$ cat src/rtl/mem_access_ctrl_if.sv
// Data-memory request/acknowledge port between the MEM-stage access controller and memory.
interface mem_access_ctrl_if;
    logic        req;
    logic        we;
    logic [31:0] addr;
    logic [31:0] wdata;
    logic        ack;
    logic [31:0] rdata;

    modport master (output req, we, addr, wdata, input ack, rdata);
    modport slave  (input req, we, addr, wdata, output ack, rdata);
endinterface

$ cat src/rtl/mem_access_ctrl.sv
// MEM-stage data-memory sequencer: issues one req/ack access per load/store,
// stalls the front pipeline while it waits and gates regWrite into MEM/WB.
//
// state | meaning
// IDLE  | no access outstanding; a load/store in MEM stalls combinationally and launches
// BUSY  | request outstanding, waiting for ack or timeout
// DONE  | access finished; pipeline advances and MEM/WB captures the result
module mem_access_ctrl #(
    parameter int unsigned TIMEOUT   = 16,
    parameter logic [31:0] LOAD_ZERO = 32'h0
) (
    input  logic                      clk,
    input  logic                      rst,
    input  logic                      memRead_MEM_i,
    input  logic                      memWrite_MEM_i,
    input  logic                      regWrite_MEM_i,
    input  logic [31:0]               addr_MEM_i,
    input  logic [31:0]               wdata_MEM_i,
    mem_access_ctrl_if.master         dmem,
    output logic                      stall_o,
    output logic                      regWrite_gated_o,
    output logic [31:0]               loadOut_MEM_o,
    output logic                      err_o,
    output logic [31:0]               waitCount_o
);

    localparam int unsigned CW = $clog2(TIMEOUT + 1);
    localparam logic [CW-1:0] CNT_LAST = CW'(TIMEOUT - 1);

    typedef enum logic [1:0] {
        S_IDLE = 2'd0,
        S_BUSY = 2'd1,
        S_DONE = 2'd2
    } state_t;

    state_t        state_q;
    logic [CW-1:0] cnt_q;
    logic          req_q;
    logic          we_q;
    logic [31:0]   addr_q;
    logic [31:0]   wdata_q;
    logic [31:0]   load_q;
    logic          err_q;
    logic [31:0]   wait_q;

    logic access;
    logic stall;

    assign access = memRead_MEM_i | memWrite_MEM_i;
    assign stall  = (state_q == S_BUSY) | ((state_q == S_IDLE) & access);

    always_ff @(posedge clk) begin
        if (rst) begin
            state_q <= S_IDLE;
            cnt_q   <= '0;
            req_q   <= 1'b0;
            we_q    <= 1'b0;
            addr_q  <= '0;
            wdata_q <= '0;
            load_q  <= '0;
            err_q   <= 1'b0;
            wait_q  <= '0;
        end else begin
            if (stall) begin
                wait_q <= wait_q + 32'd1;
            end
            unique case (state_q)
                S_IDLE: begin
                    if (access) begin
                        addr_q  <= addr_MEM_i;
                        wdata_q <= wdata_MEM_i;
                        we_q    <= memWrite_MEM_i;
                        req_q   <= 1'b1;
                        cnt_q   <= '0;
                        state_q <= S_BUSY;
                    end
                end
                S_BUSY: begin
                    // ack takes priority over a timeout in the same cycle
                    if (dmem.ack) begin
                        if (!we_q) begin
                            load_q <= dmem.rdata;
                        end
                        req_q   <= 1'b0;
                        state_q <= S_DONE;
                    end else if (cnt_q == CNT_LAST) begin
                        load_q  <= LOAD_ZERO;
                        err_q   <= 1'b1;
                        req_q   <= 1'b0;
                        state_q <= S_DONE;
                    end else begin
                        cnt_q <= cnt_q + 1'b1;
                    end
                end
                S_DONE: begin
                    state_q <= S_IDLE;
                end
                default: begin
                    state_q <= S_IDLE;
                end
            endcase
        end
    end

    assign dmem.req         = req_q;
    assign dmem.we          = we_q;
    assign dmem.addr        = addr_q;
    assign dmem.wdata       = wdata_q;
    assign stall_o          = stall;
    assign regWrite_gated_o = regWrite_MEM_i & ~stall;
    assign loadOut_MEM_o    = load_q;
    assign err_o            = err_q;
    assign waitCount_o      = wait_q;

endmodule
$ cat src/flat_wrapper.sv
// flat-port wrapper written by rule: the top's interface ports become plain ports
module mem_access_ctrl_flat 
#(
    parameter int unsigned TIMEOUT   = 16,
    parameter logic [31:0] LOAD_ZERO = 32'h0
)
  (clk, rst, memRead_MEM_i, memWrite_MEM_i, regWrite_MEM_i, addr_MEM_i, wdata_MEM_i, stall_o, regWrite_gated_o, loadOut_MEM_o, err_o, waitCount_o, dmem_req, dmem_we, dmem_addr, dmem_wdata, dmem_ack, dmem_rdata);
  mem_access_ctrl_if dmem_i ();
  input  logic clk;
  input  logic rst;
  input  logic memRead_MEM_i;
  input  logic memWrite_MEM_i;
  input  logic regWrite_MEM_i;
  input  logic [31:0] addr_MEM_i;
  input  logic [31:0] wdata_MEM_i;
  output logic stall_o;
  output logic regWrite_gated_o;
  output logic [31:0] loadOut_MEM_o;
  output logic err_o;
  output logic [31:0] waitCount_o;
  output wire logic [$bits(dmem_i.req)-1:0] dmem_req;
  output wire logic [$bits(dmem_i.we)-1:0] dmem_we;
  output wire logic [$bits(dmem_i.addr)-1:0] dmem_addr;
  output wire logic [$bits(dmem_i.wdata)-1:0] dmem_wdata;
  input wire logic [$bits(dmem_i.ack)-1:0] dmem_ack;
  input wire logic [$bits(dmem_i.rdata)-1:0] dmem_rdata;
  assign dmem_req = dmem_i.req;
  assign dmem_we = dmem_i.we;
  assign dmem_addr = dmem_i.addr;
  assign dmem_wdata = dmem_i.wdata;
  assign dmem_i.ack = dmem_ack;
  assign dmem_i.rdata = dmem_rdata;
  mem_access_ctrl #(.TIMEOUT(TIMEOUT), .LOAD_ZERO(LOAD_ZERO)) u_core (.clk(clk), .rst(rst), .memRead_MEM_i(memRead_MEM_i), .memWrite_MEM_i(memWrite_MEM_i), .regWrite_MEM_i(regWrite_MEM_i), .addr_MEM_i(addr_MEM_i), .wdata_MEM_i(wdata_MEM_i), .dmem(dmem_i), .stall_o(stall_o), .regWrite_gated_o(regWrite_gated_o), .loadOut_MEM_o(loadOut_MEM_o), .err_o(err_o), .waitCount_o(waitCount_o));
endmodule
$ cat config.mk
export PLATFORM = sky130hd
export DESIGN_NAME = mem_access_ctrl_flat
export DESIGN_NICKNAME = d
export VERILOG_FILES = /design/src/rtl/mem_access_ctrl_if.sv /design/src/rtl/mem_access_ctrl.sv /design/src/flat_wrapper.sv
export SDC_FILE = /design/constraint.sdc
export NUM_CORES = 1
export LEC_CHECK = 0
export CORE_MARGIN = 1.5
export CORE_UTILIZATION = 42
export DETAILED_ROUTE_END_ITERATION = 12
export PLACE_DENSITY_LB_ADDON = 0.2
export SLEW_MARGIN = 20
export SYNTH_ARGS = -nofsm -noshare
export SYNTH_HDL_FRONTEND = slang
export SYNTH_SLANG_ARGS = --single-unit
$ cat constraint.sdc
create_clock -name clk -period 2.5 [get_ports clk]
set_input_delay 0.625 -clock clk [delete_from_list [all_inputs] [get_ports clk]]
set_output_delay 0.625 -clock clk [all_outputs]
set_load 0.01 [all_outputs]
==> flow_summary.json, run 1 <==
{
  "fillers": 1055,
  "worstPathArrival_ns": 2.72,
  "ctsRootBufferMaster": "clkbuf_16",
  "numCtsBuffers": 17,
  "io_buffers": 234,
  "dp_cells": 1043,
  "netlist_area_um2": 5334,
  "synth_flop_cell": "dfxtp_1",
  "drc": 0,
  "peakVddDrop_uv": 441.2,
  "critPathMaxFanout": 9,
  "setup_viol": 0,
  "finalHoldViolCount": 0,
  "start_util_pct": 43.68,
  "use_met2_pct": 43.27,
  "vias_per_cell": 5.203,
  "place_congestion": 0.8180,
  "synthDistinctLibCells": 34,
  "startpoint_type": "input port",
  "yosys_warnings": 0,
  "rr_worst_depth": 5,
  "yosysTopAreaCellShare_pct": 51.79,
  "rrSetupSlack_ns": 0.29,
  "area_growth_pct": 58.62,
  "grt_pass1_wl_um": 26010,
  "power_density_nw_per_um2": 639.9,
  "final_layout_size_suffix_gt1_share_pct": 6.519,
  "rsz0062_at_grt": "false",
  "pre_cts_ws_ns": -0.3560,
  "final_core_util_pct": 69.28,
  "stdcell_count": 1073,
  "tritoncts": "done",
  "crit_type": "input port to flop",
  "async_reset_ff_share_pct": 0,
  "core_area_um2": 12210,
  "cts_hold_buf": 0,
  "die_x_um": 115.7,
  "post_cts_resized": 6,
  "multi_input_area_um2": 2387,
  "finalSetupTns_ns": 0,
  "busiest_layer": "met2",
  "antenna_found_initial": 0,
  "synth.area.top_cells": "dfxtp_1 (52%), nand2_1 (12%), a21oi_1 (11%)",
  "cts_max_level": 4,
  "fin_worst_skew_ns": 0.005257,
  "grt_use_met1_pct": 28.29,
  "hold_ws_ns": 0.4520,
  "ant_nets": 0,
  "timing.rr.end": "u_core.waitCount_o[28]",
  "fp-row-count": 40,
  "synth_edf_count": 0,
  "regArea_um2": 2763,
  "min_from": "u_core.dmem.wdata[28]",
  "ys_ff_latch": 138,
  "cts_setup_buffers": 0,
  "path_clk_slew_ns": 0.06,
  "met3_usage_pct": 9.257,
  "wirelength_um": 16600,
  "dp_hpwl_um": 11610,
  "track_usage_pct": 24.82,
  "required_ns": 2.80,
  "insertion_delay_ns": 0.41,
  "cts.sinks": 138,
  "grt_pass1_vias": 5376,
  "tightestPinTransition_ns": 0.6428,
  "firstDrtPassIters": 5,
  "die_h_um": 115.7,
  "hold_depth": 2,
  "relSlewSlack_pct": 57.15,
  "antennaDiodeCount": 0,
  "critPathCaptureType": "flop",
  "die_area_um2": 13380,
  "fin_ws_ns": 0.07179,
  "syn_area_per_cell_um2": 8.021,
  "whs_endpoint": "u_core.dmem.wdata[28]",
  "outcome": "completed",
  "io_pins": 235,
  "wl_per_cell_um": 15.47,
  "vias": 5583,
  "nNetsFinal": 999,
  "clock.fmax_mhz": 411.8,
  "r2r_start": "u_core.waitCount_o[1]",
  "hp-class": "flop to flop",
  "fin_crit_ns": 2.428,
  "grt_overflow_total": 0,
  "clockBufferDepth": 2,
  "synth_cells": 665,
  "slew_viol_final": 0,
  "synth_nets": 770,
  "fin_crit_sh_pct": 97.13,
  "ys_seq_area_share_pct": 51.79,
  "grt_max_degree": 66,
  "drv_cap": 0,
  "first_iter_violations": 350,
  "leakage_nw": 3.002,
  "synth_area_leader_cell": "dfxtp_1"
}
==> where the power goes <==
part           internal, mW  switching [mW]
sequential             2.31          0.0632
combinational         0.425           0.369
clock                  1.39           0.860
==> Yosys cell counts, types with 2 or more instances <==
master / number
nor2b_1: 7
xor2_1: 2
nand2_1: 177
clkbuf_1: 43
or3_1: 9
nor2_1: 21
o21ai_0: 10
dfxtp_1: 138
or4_1: 18
and4_1: 4
nand3_1: 43
nand4_1: 9
nor4b_1: 2
mux2_2: 4
nor4_1: 4
and3_1: 5
o31ai_1: 13
ha_1: 3
buf_1: 2
a22oi_1: 2
a21oi_1: 121
inv_1: 8
nor3_1: 4
xnor2_1: 5
nand3b_1: 2
==> worst max-delay path by stage <==
| stage | startpoint | endpoint | depth (start not counted) |
|---|---|---|---|
| global placement | memWrite_MEM_i | regWrite_gated_o | 5 |
| finish | memRead_MEM_i | u_core.waitCount_o[24] | 6 |
| CTS | memRead_MEM_i | regWrite_gated_o | 5 |
| detailed placement | memWrite_MEM_i | regWrite_gated_o | 5 |
| floorplan | u_core.cnt_q[0] | u_core.cnt_q[3] | 7 |
| global route | memRead_MEM_i | stall_o | 6 |
==> worst max-delay path, cell delays in order <==
cell and delay [ns]:
clkdlybuf4s50_1 0.51, buf_4 0.16, nor3_1 0.08, or4_1 0.68
nor3_1 0.31, mux2_2 0.37
==> placed cells by master, fill, tap and decap left out, drive strengths merged, types with 7 or more instances in the layout <==
cell type,instances
nor2,21
dfxtp,138
or3,9
nand4,9
buf,23
o21ai,10
nand3,44
clkbuf,30
nand2,177
inv,8
nor2b,7
o31ai,13
a21oi,121
or4,18
clkdlybuf4s50,230
==> flip-flops by register name (all words and copies together) (netlist names) <==
signal	cells
u_core.err_o	1
u_core.loadOut_MEM_o	32
u_core.dmem.req	1
u_core.cnt_q	5
u_core.waitCount_o	32
u_core.dmem.addr	32
u_core.dmem.wdata	32
u_core.dmem.we	1
u_core.state_q	2
==> metrics by stage <==
| stage | cell area, um^2 | total power [mW] |
|---|---|---|
| finish | 8461 | 5.414 |
| global route | 8461 | 5.638 |
| CTS | 8469 | 5.462 |
| detailed placement | 7938 | 3.216 |
| global placement | 7938 | 3.195 |
| floorplan | 5334 | 2.725 |
==> layer usage <==
layer / routed length, um / vias up
met4: 181 / 0
met2: 8393 / 202
met5: 0 / -
met1: 6606 / 2629
met3: 1414 / 13
li1: - / 2739
==> cell type report <==
type                            count  area share (%)
Sequential cell                   138           32.65
Timing Repair Buffer              256           30.07
Multi-Input combinational cell    473           28.22
Clock buffer                       28           6.108
Tap cell                          168           2.484
Inverter                            8          0.3549
Clock inverter                      2          0.1183
==> cell families (layout without fill, tap and decap cells) <==
| logic type | count (synthesis) | after routing | share of synthesized area, % |
|---|---|---|---|
| flip-flops | 138 | 138 | 51.79 |
| XOR/XNOR | 7 | 7 | 1.149 |
| AO/OA/AOI/OAI | 150 | 150 | 14.97 |
| multiplexers | 4 | 4 | 0.8444 |
| AND/OR/NAND/NOR | 309 | 309 | 26.72 |
| adder cells (fa/ha/maj) | 3 | 3 | 0.7038 |
| buffers and inverters | 54 | 294 | 3.823 |
(Power assumes the default switching activity.)
==> run 2, diff against run 1 <==
CELL_PAD_IN_SITES_DETAIL_PLACEMENT = 0   (was not set)
CELL_PAD_IN_SITES_GLOBAL_PLACEMENT = 1   (was not set)
CORE_UTILIZATION = 29   (was 42)
==> run 2 against run 1 <==
  * Worst hold slack about the same
  * Flip-flop and latch count unchanged
  * Combinational power up 0.9%
  * Largest cell class unchanged
==> flow_summary.json, run 2 (same netlist as run 1, synthesis figures left out) <==
{
  "leakage_nw": 3.047,
  "antenna_found_initial": 0,
  "io_buffers": 234,
  "fp-row-count": 49,
  "outcome": "completed",
  "min_from": "u_core.dmem.wdata[7]",
  "die_area_um2": 19220,
  "rr_worst_depth": 4,
  "placed_area_um2": 8029,
  "crit_type": "input port to primary output",
  "dp_hpwl_um": 12010,
  "stdcell_count": 1138,
  "die_x_um": 138.6,
  "rrSetupSlack_ns": 0.28,
  "whs_endpoint": "u_core.dmem.wdata[7]",
  "numCtsBuffers": 17,
  "insertion_delay_ns": 0.41,
  "peakVddDrop_uv": 456.3,
  "ant_nets": 0,
  "antennaDiodeCount": 0,
  "clock.fmax_mhz": 409.5,
  "start_util_pct": 29.59,
  "dp_cells": 1106,
  "fin_crit_ns": 2.442,
  "critPathMaxFanout": 3,
  "track_usage_pct": 18.06,
  "firstDrtPassIters": 4,
  "r2r_start": "u_core.waitCount_o[4]",
  "crit_path_max_incr_delay_ns": 0.42,
  "wl_per_cell_um": 15.22,
  "final_cell_mix": "clkdlybuf4s50_1 (231), nand2_1 (176), dfxtp_1 (138)",
  "first_iter_violations": 158,
  "grt_overflow_total": 0,
  "final_layout_size_suffix_gt1_share_pct": 7.371,
  "fin_worst_skew_ns": 0.007489,
  "timing.rr.end": "u_core.waitCount_o[30]",
  "core_area_um2": 18020,
  "setup_viol": 0,
  "cts_max_level": 4,
  "fin_crit_sh_pct": 97.68,
  "worstPathArrival_ns": 1.82,
  "clockBufferDepth": 2,
  "vias": 5492,
  "crit_chain": "clkdlybuf4s50_1 -> or3_4 -> nand2_4 -> inv_1 -> clkdlybuf4s15_1",
  "vias_per_cell": 4.826,
  "crit_slowest_cell": "clkdlybuf4s50_1",
  "place_congestion": 0.7552,
  "nNetsFinal": 1001,
  "wirelength_um": 17320,
  "grt_max_degree": 88,
  "tightestPinTransition_ns": 0.4264,
  "power_mw": 5.809,
  "grt_pass1_vias": 5452,
  "area_growth_pct": 62.37,
  "cts_hold_buf": 0,
  "layout_commonest_cell": "clkdlybuf4s50_1",
  "tritoncts": "done",
  "slew_viol_final": 0,
  "rsz0062_at_grt": "false",
  "hp-class": "flop to flop",
  "critPathCaptureType": "primary output",
  "cts.sinks": 138,
  "cp-startpoint": "memWrite_MEM_i",
  "hold_ws_ns": 0.4522,
  "finalHoldViolCount": 0,
  "stdcell_area_um2": 8661,
  "power_density_nw_per_um2": 670.7,
  "path_clk_slew_ns": 0.06,
  "startpoint_type": "input port",
  "relSlewSlack_pct": 71.57,
  "grt_pass1_wl_um": 28100,
  "ctsRootBufferMaster": "clkbuf_16",
  "io_pins": 235,
  "required_ns": 1.88,
  "hold_depth": 2,
  "drv_cap": 0,
  "final_core_util_pct": 48.05,
  "die_h_um": 138.6,
  "drc": 0
}
-- run 2: report_power, final --
part,leakage (nW),switching (mW),internal (mW)
Sequential,1.13,0.0604,2.31
Clock,0.298,0.963,1.68
Combinational,1.62,0.373,0.428
Total,3.05,1.40,4.41
-- run 2: critical path: cells and delay by family --
kind,cells,cell delay [ns]
buffers and inverters,3,0.69
AND/OR/NAND/NOR,2,0.49
-- run 2: per-stage QoR --
stage,worst slack (ns),setup TNS [ns]
after floorplan,0.3497,0
after global placement,-0.3429,-2.492
after detailed placement,-0.3477,-3.041
after CTS,0.001686,0
after global routing,0.01171,0
final,0.05795,0
-- run 2: how the worst max path moves through the flow --
stage	endpoint	slack [ns]	cells past startpoint
global placement	regWrite_gated_o	-0.34	5
global route	stall_o	0.01	5
CTS	regWrite_gated_o	0.002	5
floorplan	u_core.cnt_q[3]	0.35	7
finish	stall_o	0.06	5
detailed placement	regWrite_gated_o	-0.35	5
-- run 2: what timing repair did --
item	in CTS	in global routing
endpoints found under the setup margin	2	2
setup buffers	0	0
hold endpoints to repair	0	0
pin swaps	1	1
resized for setup	7	2
-- run 2: area by class of cell --
cell class / count / area (um^2)
multi-input combinational: 473 / 2392
timing repair buffer: 258 / 2565
clock buffer: 22 / 484.2
clock inverter: 10 / 140.1
inverter: 8 / 30.03
sequential: 138 / 2763
tap: 229 / 286.5
fill: 1727 / 9364
-- run 2: routing by layer --
layer / GRT usage, % / vias to the layer above / part of all wire (%)
met3: 6.561 / 22 / 6.9
li1: - / 2753 / -
met5: 0 / - / 0
met1: 19.93 / 2561 / 41
met4: 6.414 / 0 / 1.9
met2: 31.95 / 156 / 50
